### src/rtl/mem_access_unit_if.sv
// Data-bus bundle between the load/store unit and the memory side.
// The LSU drives the request half (master); memory answers with grant and
// read response (slave).
interface mem_access_unit_if;
  logic        req;
  logic        we;
  logic [3:0]  be;
  logic [31:0] addr;
  logic [31:0] wdata;
  logic        gnt;
  logic        rvalid;
  logic [31:0] rdata;

  modport master (output req, we, be, addr, wdata, input gnt, rvalid, rdata);
  modport slave  (input req, we, be, addr, wdata, output gnt, rvalid, rdata);
endinterface

### src/rtl/mem_access_unit.sv
// MEM-stage load/store unit: alignment check, request/grant/response bus
// sequencing with a timeout, pipeline stall generation, and the registered
// MEM/WB boundary (raw read word plus sizing/sign controls for the WB
// extender).
module mem_access_unit #(
  parameter int unsigned TIMEOUT = 255
) (
  input  logic                clk,
  input  logic                rst_n,
  input  logic                mem_valid,
  input  logic                mem_read,
  input  logic                mem_write,
  input  logic                is_byte,
  input  logic                is_half,
  input  logic                exsign,
  input  logic [31:0]         addr,
  input  logic [31:0]         wdata,
  input  logic                flush,
  output logic                lsu_stall,
  mem_access_unit_if.master   dbus,
  output logic                wb_valid,
  output logic                wb_load,
  output logic [31:0]         wb_rdata,
  output logic [1:0]          wb_low_addr,
  output logic                wb_is_byte,
  output logic                wb_is_half,
  output logic                wb_exsign,
  output logic                addr_err,
  output logic                bus_err,
  output logic [31:0]         err_addr
);

  localparam logic [1:0] IDLE = 2'b00;
  localparam logic [1:0] REQ  = 2'b01;
  localparam logic [1:0] WAIT = 2'b10;
  localparam logic [7:0] TLIM = 8'(TIMEOUT - 32'd1);

  // Byte-enable pattern for the addressed lanes.
  function automatic logic [3:0] lane_be(input logic sz_byte, input logic sz_half,
                                         input logic [1:0] lo);
    logic [3:0] be;
    if (sz_byte)      be = 4'b0001 << lo;
    else if (sz_half) be = lo[1] ? 4'b1100 : 4'b0011;
    else              be = 4'b1111;
    return be;
  endfunction

  // Replicate right-aligned store data across every lane it could land in.
  function automatic logic [31:0] lane_data(input logic sz_byte, input logic sz_half,
                                            input logic [31:0] d);
    logic [31:0] r;
    if (sz_byte)      r = {4{d[7:0]}};
    else if (sz_half) r = {2{d[15:0]}};
    else              r = d;
    return r;
  endfunction

  logic [1:0]  state_r;
  logic        kill_r;
  logic [7:0]  tcnt_r;
  logic [31:0] addr_r;
  logic        we_r;
  logic [3:0]  be_r;
  logic [31:0] wdata_r;
  logic        byte_r;
  logic        half_r;
  logic        exsign_r;

  logic half_s, word_s, aligned_s, mem_op_s, idle_s;
  logic start_s, misalign_s, nonmem_s, timeout_s;
  logic retire_store_s, retire_load_s, bus_err_s;

  assign half_s     = ~is_byte & is_half;
  assign word_s     = ~is_byte & ~is_half;
  assign aligned_s  = is_byte | (half_s & ~addr[0]) | (word_s & (addr[1:0] == 2'b00));
  assign idle_s     = (state_r == IDLE);
  assign mem_op_s   = mem_valid & (mem_read | mem_write) & ~flush;
  assign start_s    = idle_s & mem_op_s & aligned_s;
  assign misalign_s = idle_s & mem_op_s & ~aligned_s;
  assign nonmem_s   = idle_s & mem_valid & ~mem_read & ~mem_write & ~flush;

  // Give up on an access once it has spent TIMEOUT cycles on the bus.
  always_comb begin
    timeout_s = 1'b0;
    case (state_r)
      REQ:     timeout_s = (tcnt_r >= TLIM) & ~dbus.gnt & ~flush;
      WAIT:    timeout_s = (tcnt_r >= TLIM) & ~dbus.rvalid;
      default: timeout_s = 1'b0;
    endcase
  end

  assign retire_store_s = (state_r == REQ) & dbus.gnt & we_r & ~flush;
  assign retire_load_s  = (state_r == WAIT) & dbus.rvalid & ~kill_r & ~flush;
  assign bus_err_s      = timeout_s & ~kill_r & ~flush;

  assign lsu_stall = start_s
                   | ((state_r == REQ) & ~(dbus.gnt & we_r) & ~flush & ~timeout_s)
                   | ((state_r == WAIT) & ~dbus.rvalid & ~kill_r & ~timeout_s);

  // Bus request fields are only driven while a request is outstanding.
  always_comb begin
    dbus.req   = 1'b0;
    dbus.we    = 1'b0;
    dbus.be    = 4'b0000;
    dbus.addr  = 32'h0000_0000;
    dbus.wdata = 32'h0000_0000;
    if (state_r == REQ) begin
      dbus.req   = 1'b1;
      dbus.we    = we_r;
      dbus.be    = be_r;
      dbus.addr  = {addr_r[31:2], 2'b00};
      dbus.wdata = wdata_r;
    end else begin
      dbus.req   = 1'b0;
    end
  end

  // Access sequencer: latch the request, track grant/response, kill and timeout.
  always_ff @(posedge clk or negedge rst_n) begin
    if (!rst_n) begin
      state_r  <= IDLE;
      kill_r   <= 1'b0;
      tcnt_r   <= 8'd0;
      addr_r   <= 32'h0000_0000;
      we_r     <= 1'b0;
      be_r     <= 4'b0000;
      wdata_r  <= 32'h0000_0000;
      byte_r   <= 1'b0;
      half_r   <= 1'b0;
      exsign_r <= 1'b0;
    end else begin
      case (state_r)
        IDLE: begin
          if (start_s) begin
            state_r  <= REQ;
            tcnt_r   <= 8'd0;
            kill_r   <= 1'b0;
            addr_r   <= addr;
            we_r     <= mem_write;
            be_r     <= lane_be(is_byte, half_s, addr[1:0]);
            wdata_r  <= lane_data(is_byte, half_s, wdata);
            byte_r   <= is_byte;
            half_r   <= half_s;
            exsign_r <= exsign;
          end
        end
        REQ: begin
          tcnt_r <= tcnt_r + 8'd1;
          if (dbus.gnt) begin
            if (we_r) begin
              state_r <= IDLE;
            end else begin
              state_r <= WAIT;
              kill_r  <= flush;
            end
          end else if (flush || timeout_s) begin
            state_r <= IDLE;
          end
        end
        WAIT: begin
          tcnt_r <= tcnt_r + 8'd1;
          if (dbus.rvalid || timeout_s) begin
            state_r <= IDLE;
            kill_r  <= 1'b0;
          end else if (flush) begin
            kill_r  <= 1'b1;
          end
        end
        default: begin
          state_r <= IDLE;
          kill_r  <= 1'b0;
        end
      endcase
    end
  end

  // MEM/WB boundary and error reporting registers.
  always_ff @(posedge clk or negedge rst_n) begin
    if (!rst_n) begin
      wb_valid    <= 1'b0;
      wb_load     <= 1'b0;
      wb_rdata    <= 32'h0000_0000;
      wb_low_addr <= 2'b00;
      wb_is_byte  <= 1'b0;
      wb_is_half  <= 1'b0;
      wb_exsign   <= 1'b0;
      addr_err    <= 1'b0;
      bus_err     <= 1'b0;
      err_addr    <= 32'h0000_0000;
    end else begin
      wb_valid <= nonmem_s | retire_store_s | retire_load_s;
      wb_load  <= retire_load_s;
      addr_err <= misalign_s;
      bus_err  <= bus_err_s;
      if (retire_load_s) begin
        wb_rdata    <= dbus.rdata;
        wb_low_addr <= addr_r[1:0];
        wb_is_byte  <= byte_r;
        wb_is_half  <= half_r;
        wb_exsign   <= exsign_r;
      end
      if (misalign_s) begin
        err_addr <= addr;
      end else if (bus_err_s) begin
        err_addr <= addr_r;
      end
    end
  end

endmodule

### src/flat_wrapper.sv
// flat-port wrapper written by rule: the top's interface ports become plain ports
module mem_access_unit_flat 
#(
  parameter int unsigned TIMEOUT = 255
)
  (clk, rst_n, mem_valid, mem_read, mem_write, is_byte, is_half, exsign, addr, wdata, flush, lsu_stall, wb_valid, wb_load, wb_rdata, wb_low_addr, wb_is_byte, wb_is_half, wb_exsign, addr_err, bus_err, err_addr, dbus_req, dbus_we, dbus_be, dbus_addr, dbus_wdata, dbus_gnt, dbus_rvalid, dbus_rdata);
  mem_access_unit_if dbus_i ();
  input  logic clk;
  input  logic rst_n;
  input  logic mem_valid;
  input  logic mem_read;
  input  logic mem_write;
  input  logic is_byte;
  input  logic is_half;
  input  logic exsign;
  input  logic [31:0] addr;
  input  logic [31:0] wdata;
  input  logic flush;
  output logic lsu_stall;
  output logic wb_valid;
  output logic wb_load;
  output logic [31:0] wb_rdata;
  output logic [1:0] wb_low_addr;
  output logic wb_is_byte;
  output logic wb_is_half;
  output logic wb_exsign;
  output logic addr_err;
  output logic bus_err;
  output logic [31:0] err_addr;
  output wire logic [$bits(dbus_i.req)-1:0] dbus_req;
  output wire logic [$bits(dbus_i.we)-1:0] dbus_we;
  output wire logic [$bits(dbus_i.be)-1:0] dbus_be;
  output wire logic [$bits(dbus_i.addr)-1:0] dbus_addr;
  output wire logic [$bits(dbus_i.wdata)-1:0] dbus_wdata;
  input wire logic [$bits(dbus_i.gnt)-1:0] dbus_gnt;
  input wire logic [$bits(dbus_i.rvalid)-1:0] dbus_rvalid;
  input wire logic [$bits(dbus_i.rdata)-1:0] dbus_rdata;
  assign dbus_req = dbus_i.req;
  assign dbus_we = dbus_i.we;
  assign dbus_be = dbus_i.be;
  assign dbus_addr = dbus_i.addr;
  assign dbus_wdata = dbus_i.wdata;
  assign dbus_i.gnt = dbus_gnt;
  assign dbus_i.rvalid = dbus_rvalid;
  assign dbus_i.rdata = dbus_rdata;
  mem_access_unit #(.TIMEOUT(TIMEOUT)) u_core (.clk(clk), .rst_n(rst_n), .mem_valid(mem_valid), .mem_read(mem_read), .mem_write(mem_write), .is_byte(is_byte), .is_half(is_half), .exsign(exsign), .addr(addr), .wdata(wdata), .flush(flush), .lsu_stall(lsu_stall), .dbus(dbus_i), .wb_valid(wb_valid), .wb_load(wb_load), .wb_rdata(wb_rdata), .wb_low_addr(wb_low_addr), .wb_is_byte(wb_is_byte), .wb_is_half(wb_is_half), .wb_exsign(wb_exsign), .addr_err(addr_err), .bus_err(bus_err), .err_addr(err_addr));
endmodule
### config.mk
export PLATFORM = sky130hd
export DESIGN_NAME = mem_access_unit_flat
export DESIGN_NICKNAME = d
export VERILOG_FILES = /design/src/rtl/mem_access_unit_if.sv /design/src/rtl/mem_access_unit.sv /design/src/flat_wrapper.sv
export SDC_FILE = /design/constraint.sdc
export NUM_CORES = 1
export LEC_CHECK = 0
export ABC_AREA = 1
export BUFFER_PORTS_ARGS = -buffer_cell sky130_fd_sc_hd__buf_4
export CORE_MARGIN = 10
export CORE_UTILIZATION = 50
export DETAILED_ROUTE_END_ITERATION = 12
export PLACE_DENSITY = 0.85
export SLEW_MARGIN = 40
export SYNTH_ARGS = -nofsm -noshare
export SYNTH_HDL_FRONTEND = slang
export SYNTH_SLANG_ARGS = --single-unit
### constraint.sdc
create_clock -name clk -period 3.83 [get_ports clk]
set_clock_uncertainty 0.1 [all_clocks]
set_input_delay 0.5745 -clock clk [delete_from_list [all_inputs] [get_ports clk]]
set_output_delay 0.5745 -clock clk [all_outputs]
set_load 0.01 [all_outputs]
======== After elaboration in Yosys (flattened, before gate mapping) ========
Index checks and enable logic that the tools add are counted.
W data, S select, Z words.
storage, ports and cells
  bits in registers ....................... 156
  input port bits ......................... 107
  output and inout port bits .............. 144
  word-level logic and storage cells ...... 119
cells by class
  $add $sub $neg .......................... 1
  $lt $le $gt $ge ......................... 1
  equality and inequality tests ........... 8
  shift-type cells ........................ 1
  multiplexer cells ....................... 27
  bitwise logic cells ..................... 50
  reduce and logical (&&, ||, !) cells .... 11
operators with widths
  cell                   count
  $mux W32               6
  $and A1 B1 Y1          31
  $mux W4                4
  $pmux W8 S2            1
  $not A1 Y1             12
  $mux W2                5
  $add A8 B1 Y8 const B  1
  $ge A8 B8 Y1 const B   1
  $mux W8                1
  $ne A2 B2 Y1 const B   4
  $mux W1                7
  $or A1 B1 Y1           7
  $ne A3 B3 Y1 const B   2
  $pmux W2 S3            1
  $logic_not A2 Y1       2
  $reduce_and A2 Y1      2
  $reduce_and A4 Y1      1
  $reduce_bool A2 Y1     2
  $shl A1 B2 Y4 const A  1
  $pmux W1 S3            1
  $reduce_and A3 Y1      1
  $eq A2 B1 Y1 const B   1
  $eq A2 B2 Y1 const B   1
  $logic_or A1 B1 Y1     2
  other kinds (2)        2

======== Depth between registers and ports, before layout ========
Gate-level depths: netlist (run 1).
  word-level depth ........................ 8
  gate-level depth with buffers ........... 10
  depth with buffers taken out ............ 10

======== Least setup slack after synthesis (run 1) ========
No wires, ideal clock.
  kind .................................... reg-to-output
  from .................................... register u_core.state_r[1]
  to ...................................... output port dbus_addr[28]
  data arrival time ....................... 1.536 ns
  data required time ...................... 3.155 ns
  slack ................................... 1.619 ns
  stages on the path, launching flop included .. 8
  path buffers ............................ 3
  cell sequence ........................... dfrtp_1 inv_1 ha_1 buf_2 clkbuf_1 clkbuf_1 nand2_1 inv_1
on the way
  longest elaborated chain between the ends .. 2
ends and longest elaborated chain
  element                 line                    text
  from (decl)             mem_access_unit.sv:58   logic [1:0] state_r;
  from (signal assigned)  mem_access_unit.sv:121  state_r <= IDLE;
  from (signal assigned)  mem_access_unit.sv:135  state_r <= REQ;
  from (signal assigned)  mem_access_unit.sv:151  state_r <= IDLE;
  $eq A2 B1 Y1            mem_access_unit.sv:107  if (state_r == REQ) begin
  $mux W32                mem_access_unit.sv:107
  to (decl)               flat_wrapper.sv:33      output wire logic [$bits(dbus_i.addr)-1:0] dbus_addr;
No other way between the ends.

======== Final worst setup path (run 1) ========
  from .................................... register u_core.state_r[1]
  to ...................................... output port lsu_stall
on the way
  longest elaborated chain between the ends .. 6
  elaborated cells on any way between the ends .. 15
  those cells by class .................... eq/ne (2); mux (1); bitwise (11); reduce/logical (1)
ends and longest elaborated chain
  element                                              line                                                                 text
  $eq A2 B2 Y1 / $eq A2 B1 Y1 (equally long branches)  mem_access_unit.sv:85, mem_access_unit.sv:98, mem_access_unit.sv:97
  $pmux W1 S2 / $and A1 B1 Y1 (equally long branches)  mem_access_unit.sv:85, mem_access_unit.sv:97
  $not A1 Y1 / $and A1 B1 Y1 (equally long branches)   mem_access_unit.sv:97, mem_access_unit.sv:98
  $and A1 B1 Y1                                        mem_access_unit.sv:97                                                | ((state_r == REQ) & ~(dbus.gnt & we_r) & ~flush & ~timeout_s)
  $or A1 B1 Y1                                         mem_access_unit.sv:97
  $or A1 B1 Y1 (*)                                     mem_access_unit.sv:98                                                | ((state_r == WAIT) & ~dbus.rvalid & ~kill_r & ~timeout_s);
  to (decl)                                            flat_wrapper.sv:19                                                   output logic lsu_stall;
Every way passes the cells marked *; elsewhere a longest branch is shown, timed or not.

==> flow_metrics.tcl, run 1 <==
set metrics [dict create \
    cts_buffers 17 \
    hold_viol 0 \
    worst_ep_arrival_time_ns 2.29 \
    most_common_cell_in_the_netlist "sky130_fd_sc_hd__nand2_1" \
    report.power.total_mw 7.26 \
    antenna-diode-count 0 \
    fmaxAchievable_mhz 337 \
    status "finished, final reports clean" \
    main_combinational_cell_family_by_area_after_synthesis "simple AND/OR/NAND/NOR gates" \
    cp-start-kind "flop" \
    vdd_drop_max_v 0.000356 \
    worstPathCellList "inv_1 -> ha_2 -> buf_4 -> inv_1 -> a21oi_1 -> nand3_1 -> o211ai_1 -> buf_4" \
    clkLatencyLatePin_ns 0.41 \
    placementRows 44 \
    max_cap_violations 0 \
    synthesis.area_per_instance_um2 7.62 \
    critical_path.slowest_cell "sky130_fd_sc_hd__buf_4" \
    worst_hold_margin_ns 0.0655 \
    critPathTopFamily "buffers and inverters" \
    synth-async-reset-ratio_pct 100 \
    gp_congestion 0.881 \
    post_synth_most_frequent_cells "sky130_fd_sc_hd__nand2_1 (424), sky130_fd_sc_hd__dfrtp_1 (156), sky130_fd_sc_hd__inv_1 (114), sky130_fd_sc_hd__nand3_1 (55), sky130_fd_sc_hd__o21ai_0 (54)" \
    postRouteAntennaNets 0 \
    ys_seq_elements 156 \
    initial_core_util_pct 51.4 \
    synthTopCellsByArea "sky130_fd_sc_hd__dfrtp_1 (52%), sky130_fd_sc_hd__nand2_1 (21%), sky130_fd_sc_hd__inv_1 (5.7%)" \
    drt_first_pass_iters 5 \
    num_vias 7049 \
    clock-sinks 156 \
    cts.clk_slew.worst_paths_ns 0.06 \
    area_delta_synth_final_pct 32.1 \
    post-route-drc-count 0 \
    setup_viol_count_final 0 \
    grt_pass1_wl_mm 34.8 \
    final.min_clock_period_ns 2.97 \
    via_per_inst 5.05 \
    leakage_nw 5.93 \
    dominantRegCellSynth "sky130_fd_sc_hd__dfrtp_1" \
    synth_top_area_cell "sky130_fd_sc_hd__dfrtp_1" \
    reg2reg_depth 9 \
    cts-htree-levels 4 \
    floorplan.core_area_um2 14600 \
    grt_antenna_before_repair 0 \
    maximum_number_of_pins_on_one_net_before_global_route_repair 80 \
    timing.critical_path.depth 8 \
    grt-ovfl-total 0 \
    critical-path-max-stage-delay_ns 0.57 \
    fin_crit_sh_pct 77.4 \
    hold_path_class "primary input to asynchronous set/reset pin" \
    dp.final_hpwl_mm 15.9 \
    crit_path_end_kind "output pin" \
    grt_pass1_vias 6835 \
    netlist_area_um2 7490 \
    tritoncts "built" \
    clock_root_buffer_master "sky130_fd_sc_hd__clkbuf_16" \
    path_class "flop to output pin" \
    synthDominantCellAreaShare_pct 52.1 \
    wirelength_mm 22.0 \
    power_density_nw_per_um2 733 \
    synthesis.yosys.warnings 0 \
    maxSlewViolCount 0 \
    postSynthCellCount 984 \
    compound_gate_portion_of_the_synthesized_area_pct 8.15 \
    post_drt_wl_per_cell_um 15.7 \
    synth_mux_area_share_pct 0 \
    postLayoutCoreUtil_pct 67.9 \
    cts_post_setup_buffers_inserted 0 \
    track_usage_pct 21.3 \
    timing.critical_path.buf_inv 4 \
    synth_sequential_area_ratio_pct 52.1 \
    holdBufCountCts 0 \
    yosys.area_share.adder_pct 0.835 \
    ios 251 \
    drive_above_1_share_pct 24.9 \
    postCtsResizedCells 0 \
    buffer_ports.inserted 248 \
    die_h_um 142 \
    max-slew-margin-rel_pct 47.7 \
    timing.setup.tns_ns 0 \
    yosys.cell_types.count 30 \
    critPathMaxFanout 71 \
    floorplan.die.width_um 142 \
    die_area_um2 20300 \
    number_of_enable_flip_flop_cells_after_synthesis 0 \
    synth_simple_gate_area_share_pct 28.7 \
    yosys.area_share.xor_xnor_pct 0.117 \
    timing_worst_slew_pin_value_ns 0.785 \
    critPathRequiredTime_ns 3.16 \
    setup_repair_after_global_routing_missed_its_margin "false" \
    clk_path_buf_depth 2 \
    final_nets 1315 \
    layout.filler_cells 1200 \
    number_of_drc_violations_after_detailed_routing_iteration_0 430 \
]
-- power breakdown --
part	leakage, nW	total, mW	internal (mW)	switching, mW
Clock	0.268	1.59	0.961	0.627
Sequential	1.98	2.78	2.34	0.446
Combinational	3.68	2.89	1.31	1.58
-- per-stage QoR --
stage | setup slack (ns) | instance area, um2 | cells
floorplan | 1.62 | 7500 | 985
global placement | 1.12 | 9350 | 1368
detailed placement | 1.06 | 9350 | 1368
CTS | 0.794 | 9900 | 1397
global route | 0.608 | 9900 | 1397
finish | 0.864 | 9900 | 1397
-- path summary, 6_finish.rpt --
path | start | slack (ns) | endpoint
max | u_core.state_r[1] | 0.86 | lsu_stall
min | rst_n | 0.07 | u_core.err_addr[13]
max reg2reg | u_core.state_r[1] | 1.03 | u_core.err_addr[4]
min reg2reg | u_core.wdata_r[24] | 0.38 | u_core.wdata_r[24]
max in group asynchronous | rst_n | 2.67 | u_core.half_r
min in group clk | dbus_rdata[5] | 0.25 | u_core.wb_rdata[5]
-- final cells by class --
| cell class | instances | area [um2] | area share [%] |
|---|---|---|---|
| Multi-Input combinational cell | 653 | 2840 | 28.7 |
| Clock buffer | 21 | 450 | 4.55 |
| Inverter | 121 | 454 | 4.59 |
| Timing Repair Buffer | 254 | 1920 | 19.4 |
| Clock inverter | 8 | 96.3 | 0.973 |
| Sequential cell | 156 | 3900 | 39.4 |
| Tap cell | 184 | 230 | 2.33 |
-- placed cells by master (no fill, tap or decap), types with 3 or more instances in the layout --
master	count
sky130_fd_sc_hd__clkbuf_16	17
sky130_fd_sc_hd__a21oi_1	9
sky130_fd_sc_hd__nand2_1	424
sky130_fd_sc_hd__clkinv_2	4
sky130_fd_sc_hd__o31ai_1	3
sky130_fd_sc_hd__nor2_1	32
sky130_fd_sc_hd__a31oi_1	15
sky130_fd_sc_hd__nand4_1	5
sky130_fd_sc_hd__ha_1	4
sky130_fd_sc_hd__dfrtp_1	156
sky130_fd_sc_hd__o21ai_1	28
sky130_fd_sc_hd__o21ai_0	54
sky130_fd_sc_hd__nor2_2	3
sky130_fd_sc_hd__buf_4	252
sky130_fd_sc_hd__clkbuf_1	3
sky130_fd_sc_hd__inv_2	7
sky130_fd_sc_hd__inv_1	114
sky130_fd_sc_hd__o211ai_1	4
sky130_fd_sc_hd__nand3_1	55
-- registers in the layout, summed over array words and instances (netlist names), 2 cells and up --
name	flops
u_core.addr_r	32
u_core.err_addr	32
u_core.state_r	2
u_core.wdata_r	32
u_core.wb_low_addr	2
u_core.be_r	4
u_core.wb_rdata	32
u_core.tcnt_r	8
-- per-layer routing --
| metal | wire length [um] | up-vias | global-route usage, % |
|---|---|---|---|
| li1 | - | 3456 | - |
| met1 | 8820 | 3244 | 25.7 |
| met2 | 10400 | 319 | 33.9 |
| met3 | 2350 | 30 | 7.91 |
| met4 | 458 | 0 | 8.09 |
| met5 | 0 | - | 0 |
-- kinds of logic (layout without fill, tap and decap cells) --
family,count (synthesis),after routing
other cells,1,2
compound gates,114,114
buf+inv,176,404
fa+ha+maj,5,5
flops,156,156
simple gates,531,531
xor+xnor,1,1
(Power assumes the default switching activity.)
==> run 2, diff against run 1 <==
==> constraint.sdc (replaced) <==
create_clock -name clk -period 3 [get_ports clk]
set_clock_uncertainty 0.1 [all_clocks]
set_input_delay 0.45 -clock clk [delete_from_list [all_inputs] [get_ports clk]]
set_output_delay 0.45 -clock clk [all_outputs]
set_load 0.01 [all_outputs]
==> run 2 against run 1 <==
  * Flip-flop and latch count stayed put
  * Routed wire length is 2.5% higher
  * Sequential power is 29% higher
  * Utilization is 0.57 points higher
  * Design area is 0.85% higher
  * Die area stayed put
  * Critical path depth is 1 lower
  * Register-to-register slack worse by 0.36 ns
  * Largest power group unchanged
  * Highest routed layer unchanged
==> flow_metrics.tcl, run 2 (synthesized netlist as in run 1, its figures left out) <==
set metrics [dict create \
    maxSlewViolCount 0 \
    antenna-diode-count 0 \
    wirelength_mm 22.6 \
    setup_repair_after_global_routing_missed_its_margin "false" \
    timing.setup.tns_ns 0 \
    status "finished, final reports clean" \
    reg2reg_depth 9 \
    r2r_slack_ns 0.67 \
    power_density_nw_per_um2 940 \
    tritoncts "built" \
    buffer_ports.inserted 248 \
    via_per_inst 5.06 \
    post_drt_wl_per_cell_um 16.0 \
    crit_path_end_kind "output pin" \
    final.min_clock_period_ns 2.53 \
    initial_core_util_pct 51.4 \
    min_path_cells 3 \
    hold_viol 0 \
    num_vias 7118 \
    fmaxAchievable_mhz 396 \
    r2r-start "u_core.state_r[0]" \
    placementRows 44 \
    layout.filler_cells 1230 \
    critPathMaxFanout 21 \
    clock_root_buffer_master "sky130_fd_sc_hd__clkbuf_16" \
    track_usage_pct 21.6 \
    worst_hold_margin_ns 0.132 \
    mostFrequentLayoutCells "sky130_fd_sc_hd__nand2_1 (424), sky130_fd_sc_hd__buf_4 (259), sky130_fd_sc_hd__dfrtp_1 (156)" \
    holdBufCountCts 1 \
    pre_cts_ws_ns 0.715 \
    postLayoutCoreUtil_pct 68.4 \
    maximum_number_of_pins_on_one_net_before_global_route_repair 67 \
    die_h_um 142 \
    grt_antenna_before_repair 0 \
    die_area_um2 20300 \
    final_nets 1323 \
    gp_congestion 0.858 \
    dp.final_hpwl_mm 16.7 \
    clkLatencyLatePin_ns 0.41 \
    cp-start-kind "flop" \
    max_cap_violations 0 \
    final_common_cell "sky130_fd_sc_hd__nand2_1" \
    path_class "flop to output pin" \
    post-route-drc-count 0 \
    grt_pass1_wl_mm 35.8 \
    drt_first_pass_iters 5 \
    final_critical_path_setup_slack_ns 0.475 \
    drive_above_1_share_pct 25.4 \
    hp-start "dbus_rdata[23]" \
    postCtsResizedCells 0 \
    grt-ovfl-total 0 \
    post-place-cells 1375 \
    whs_endpoint "u_core.wb_rdata[23]" \
    leakage_nw 5.97 \
    cts-htree-levels 4 \
    cts_post_setup_buffers_inserted 0 \
    grt_pass1_vias 7168 \
    postRouteAntennaNets 0 \
    clk_path_buf_depth 2 \
    worst_ep_arrival_time_ns 1.98 \
    ios 251 \
    max-slew-margin-rel_pct 55.6 \
    floorplan.core_area_um2 14600 \
    area_delta_synth_final_pct 33.2 \
    worst_r2r_endpoint "u_core.err_addr[11]" \
    fin_cells 1406 \
    cts.clk_slew.worst_paths_ns 0.06 \
    vdd_drop_max_v 0.000453 \
    floorplan.die.width_um 142 \
    clock-sinks 156 \
    critPathRequiredTime_ns 2.45 \
    fin_crit_sh_pct 84.2 \
    setup_viol_count_final 0 \
    timing_worst_slew_pin_value_ns 0.663 \
    number_of_drc_violations_after_detailed_routing_iteration_0 371 \
    cts_buffers 17 \
    hold_path_class "primary input to flop" \
]
-- run 2: changes by cell type in the layout (fill, tap and decap cells not counted) --
cell / change
sky130_fd_sc_hd__clkinvlp_4: +1
sky130_fd_sc_hd__clkinv_2: -1
sky130_fd_sc_hd__clkbuf_8: +2
sky130_fd_sc_hd__buf_4: +7
sky130_fd_sc_hd__dlygate4sd3_1: +1
sky130_fd_sc_hd__clkinv_4: -1
-- run 2: per-layer routing --
metal | vias to the layer above | GRT usage [%] | wire length (um)
met5 | - | 0 | 0
met4 | 0 | 8.63 | 541
met3 | 39 | 7.51 | 2070
met2 | 279 | 35.2 | 10800
met1 | 3328 | 25.7 | 9110
li1 | 3472 | - | -
-- run 2: critical path, cell delays in order (launching register included) --
cell and delay, ns:
sky130_fd_sc_hd__dfrtp_1 0.40, sky130_fd_sc_hd__inv_1 0.09, sky130_fd_sc_hd__ha_1 0.20, sky130_fd_sc_hd__nand2_1 0.11, sky130_fd_sc_hd__nor2_4 0.22, sky130_fd_sc_hd__nand2_4 0.21, sky130_fd_sc_hd__o211ai_1 0.17, sky130_fd_sc_hd__buf_4 0.15
-- run 2: final cells by class --
cell class | instances | area (um2) | share of cell area, %
multi-input combinational | 653 | 2840 | 28.5
clock inverter | 7 | 90.1 | 0.902
sequential | 156 | 3900 | 39.1
inverter | 121 | 454 | 4.55
tap | 184 | 230 | 2.31
timing repair buffer | 262 | 1990 | 19.9
clock buffer | 23 | 478 | 4.79
-- run 2: worst max-delay path by stage --
stage / depth (start not counted) / endpoint / slack [ns] / from
final: 7 / lsu_stall / 0.47 / u_core.state_r[0]
after global routing: 7 / lsu_stall / 0.37 / u_core.state_r[0]
after CTS: 7 / lsu_stall / 0.44 / u_core.state_r[0]
after detailed placement: 8 / u_core.err_addr[23] / 0.72 / u_core.state_r[0]
after global placement: 9 / u_core.wdata_r[23] / 0.80 / u_core.state_r[0]
after floorplan: 7 / dbus_addr[28] / 0.91 / u_core.state_r[1]
-- run 2: power by group --
part	switching [mW]	internal, mW	leakage [nW]	total [mW]
sequential	0.596	2.98	1.98	3.58
clock	0.809	1.28	0.275	2.09
combinational	2.01	1.71	3.72	3.72
-- run 2: metrics by stage --
step	total power [mW]	cell area (um2)
3_5_place_dp	7.36	9410
3_3_place_gp	7.22	9410
4_1_cts	9.47	9980
5_1_grt	10.1	9980
6_report	9.38	9980
2_1_floorplan	5.42	7500
==> run 3, diff against run 2 <==
--- a/config.mk
+++ b/config.mk
@@ -8,9 +8,9 @@
 export ABC_AREA = 1
 export BUFFER_PORTS_ARGS = -buffer_cell sky130_fd_sc_hd__buf_4
 export CORE_MARGIN = 10
-export CORE_UTILIZATION = 50
+export CORE_UTILIZATION = 46
 export DETAILED_ROUTE_END_ITERATION = 12
-export PLACE_DENSITY = 0.85
+export PLACE_DENSITY = 0.83
 export SLEW_MARGIN = 40
 export SYNTH_ARGS = -nofsm -noshare
 export SYNTH_HDL_FRONTEND = slang
==> constraint.sdc (replaced) <==
create_clock -name clk -period 2.2 [get_ports clk]
set_clock_uncertainty 0.1 [all_clocks]
set_input_delay 0.33 -clock clk [delete_from_list [all_inputs] [get_ports clk]]
set_output_delay 0.33 -clock clk [all_outputs]
set_load 0.01 [all_outputs]
==> run 3 against run 2 <==
  * Utilization down 2.9 points
  * Power grew 41%
  * Design area is 4.6% higher
  * Combinational power rose by 43%
  * Routed wire length rose by 2.6%
  * First-iteration DRC count grew 41%
  * Global-route usage decreased by 0.80 points
  * Hold slack lost 0.12 ns
  * The run now ends with setup timing left
==> flow_metrics.tcl, run 3 (synthesized netlist as in run 1, its figures left out) <==
set metrics [dict create \
    via_per_inst 4.96 \
    grt_pass1_vias 7184 \
    critical-path-max-stage-delay_ns 0.38 \
    setup_viol_count_final 1 \
    cts-htree-levels 4 \
    floorplan.die.width_um 148 \
    swShare_pct 36.2 \
    violations "setup timing" \
    mostFrequentLayoutCells "sky130_fd_sc_hd__nand2_1 (422), sky130_fd_sc_hd__buf_4 (264), sky130_fd_sc_hd__dfrtp_1 (156)" \
    grt-ovfl-total 0 \
    status "complete, but fails checks" \
    hold_path_class "primary input to flop" \
    final_critical_path_setup_slack_ns -0.0686 \
    seq_power_share_pct 36.6 \
    antenna-diode-count 0 \
    path_class "flop to output pin" \
    die_h_um 148 \
    final_nets 1350 \
    critPathMaxFanout 4 \
    area_delta_synth_final_pct 39.4 \
    regArea_um2 3900 \
    grt_pass1_wl_mm 37.3 \
    drt_first_pass_iters 5 \
    layout.filler_cells 1298 \
    cts_buffers 17 \
    gp_congestion 0.863 \
    worst_ep_arrival_time_ns 1.84 \
    power.internal_mw 8.45 \
    final.min_clock_period_ns 2.27 \
    initial_core_util_pct 47.0 \
    die_area_um2 21800 \
    crit_path_end_kind "output pin" \
    fmaxAchievable_mhz 441 \
    cp-start-kind "flop" \
    vdd_drop_max_v 0.000593 \
    area_used_by_multi_input_combinational_logic_um2 2900 \
    max-slew-margin-rel_pct 56.3 \
    clk_path_buf_depth 2 \
    fin_crit_sh_pct 103 \
    worstPathCellList "inv_2 -> ha_4 -> inv_4 -> nor2_4 -> nand4_1 -> nand3_1 -> o211ai_1 -> buf_4" \
    post_drt_wl_per_cell_um 15.8 \
    timing_worst_slew_pin_value_ns 0.655 \
    critical_path.slowest_cell "sky130_fd_sc_hd__dfrtp_1" \
    grt_antenna_before_repair 0 \
    timing.setup.tns_ns -0.0686 \
    critPathRequiredTime_ns 1.77 \
    placementRows 46 \
    buffer_ports.inserted 248 \
    dp.final_hpwl_mm 16.3 \
    net-switching-power_mw 4.79 \
    floorplan.core_area_um2 15900 \
    maxSlewViolCount 0 \
    leakage_nw 6.14 \
    cts.clk_slew.worst_paths_ns 0.06 \
    post-route-drc-count 0 \
    final_common_cell "sky130_fd_sc_hd__nand2_1" \
    number_of_drc_violations_after_detailed_routing_iteration_0 522 \
    track_usage_pct 20.8 \
    num_vias 7277 \
    power_density_nw_per_um2 1270 \
    power.clock.fraction_pct 23.2 \
    clock-sinks 156 \
    ios 251 \
    worst_hold_margin_ns 0.0103 \
    power.combinational.fraction_pct 40.2 \
    drive_above_1_share_pct 26.5 \
    setup_repair_after_global_routing_missed_its_margin "true" \
    maximum_number_of_pins_on_one_net_before_global_route_repair 89 \
    hold_viol 0 \
    max_cap_violations 0 \
    postRouteAntennaNets 0 \
    tritoncts "built" \
    clkLatencyLatePin_ns 0.42 \
    clock_root_buffer_master "sky130_fd_sc_hd__clkbuf_16" \
    wirelength_mm 23.1 \
]
-- run 3: power by group through the flow --
stage	Clock, mW	Combinational (mW)	Sequential, mW
after floorplan	0	2.45	4.95
after global placement	0	5.05	4.82
after detailed placement	0	5.17	4.87
after CTS	3.11	5.36	4.82
after global routing	3.22	5.97	4.99
final	3.07	5.32	4.85
-- run 3: repair_timing --
item / in CTS / in global routing
setup buffers: 7 / 1
hold buffers: 17 / 0
gates resized for setup: 13 / 2
setup endpoints to repair: 6 / 47
pin swaps: 6 / 1
hold endpoints to repair: 67 / 0
-- run 3: stage by stage --
step	instances	cell area, um2	total power, mW	utilization, %	setup WS [ns]
global route	1467	10400	14.2	65.5	-0.181
CTS	1466	10400	13.3	65.4	0.000178
global placement	1410	9540	9.87	59.9	0.280
floorplan	985	7500	7.40	-	0.234
finish	1467	10400	13.2	65.5	-0.0686
detailed placement	1410	9540	10.0	59.9	0.247
-- run 3: area by class of cell --
cell class              instances  area share [%]
clock buffers                  21            4.22
repair buffers                289            22.1
clock inverters                11            1.60
well taps                     216            2.59
multi-input cells             653            27.7
flip-flops and latches        156            37.4
inverters                     121            4.37
-- run 3: path summary, 6_finish.rpt --
| path | start | endpoint | slack, ns | cells after the start |
|---|---|---|---|---|
| worst max-delay path | u_core.state_r[0] | lsu_stall | -0.07 | 8 |
| worst min-delay path | dbus_rdata[18] | u_core.wb_rdata[18] | 0.01 | 3 |
| worst max register to register | u_core.state_r[1] | u_core.err_addr[13] | 0.19 | 11 |
| worst min register to register | u_core.wdata_r[2] | u_core.wdata_r[2] | 0.38 | 2 |
| max in group asynchronous | rst_n | u_core.wb_rdata[29] | 0.89 | 3 |
| min in group asynchronous | rst_n | u_core.err_addr[11] | 0.34 | 2 |
-- run 3: metal layers --
layer / up-vias / routed length, um / track usage, %
met2: 290 / 11000 / 34.0
met4: 0 / 458 / 6.74
met1: 3417 / 9510 / 25.5
met3: 37 / 2170 / 6.75
met5: - / 0 / 0
li1: 3533 / - / -
-- run 3: worst max-delay path, delay by kind of cell, from the launching register on --
family / cells / cell delay [ns]
AOI/OAI and AO/OA: 1 / 0.09
adders and majority gates: 1 / 0.28
buffers and inverters: 3 / 0.28
DFF: 1 / 0.38
and+or+nand+nor: 3 / 0.40
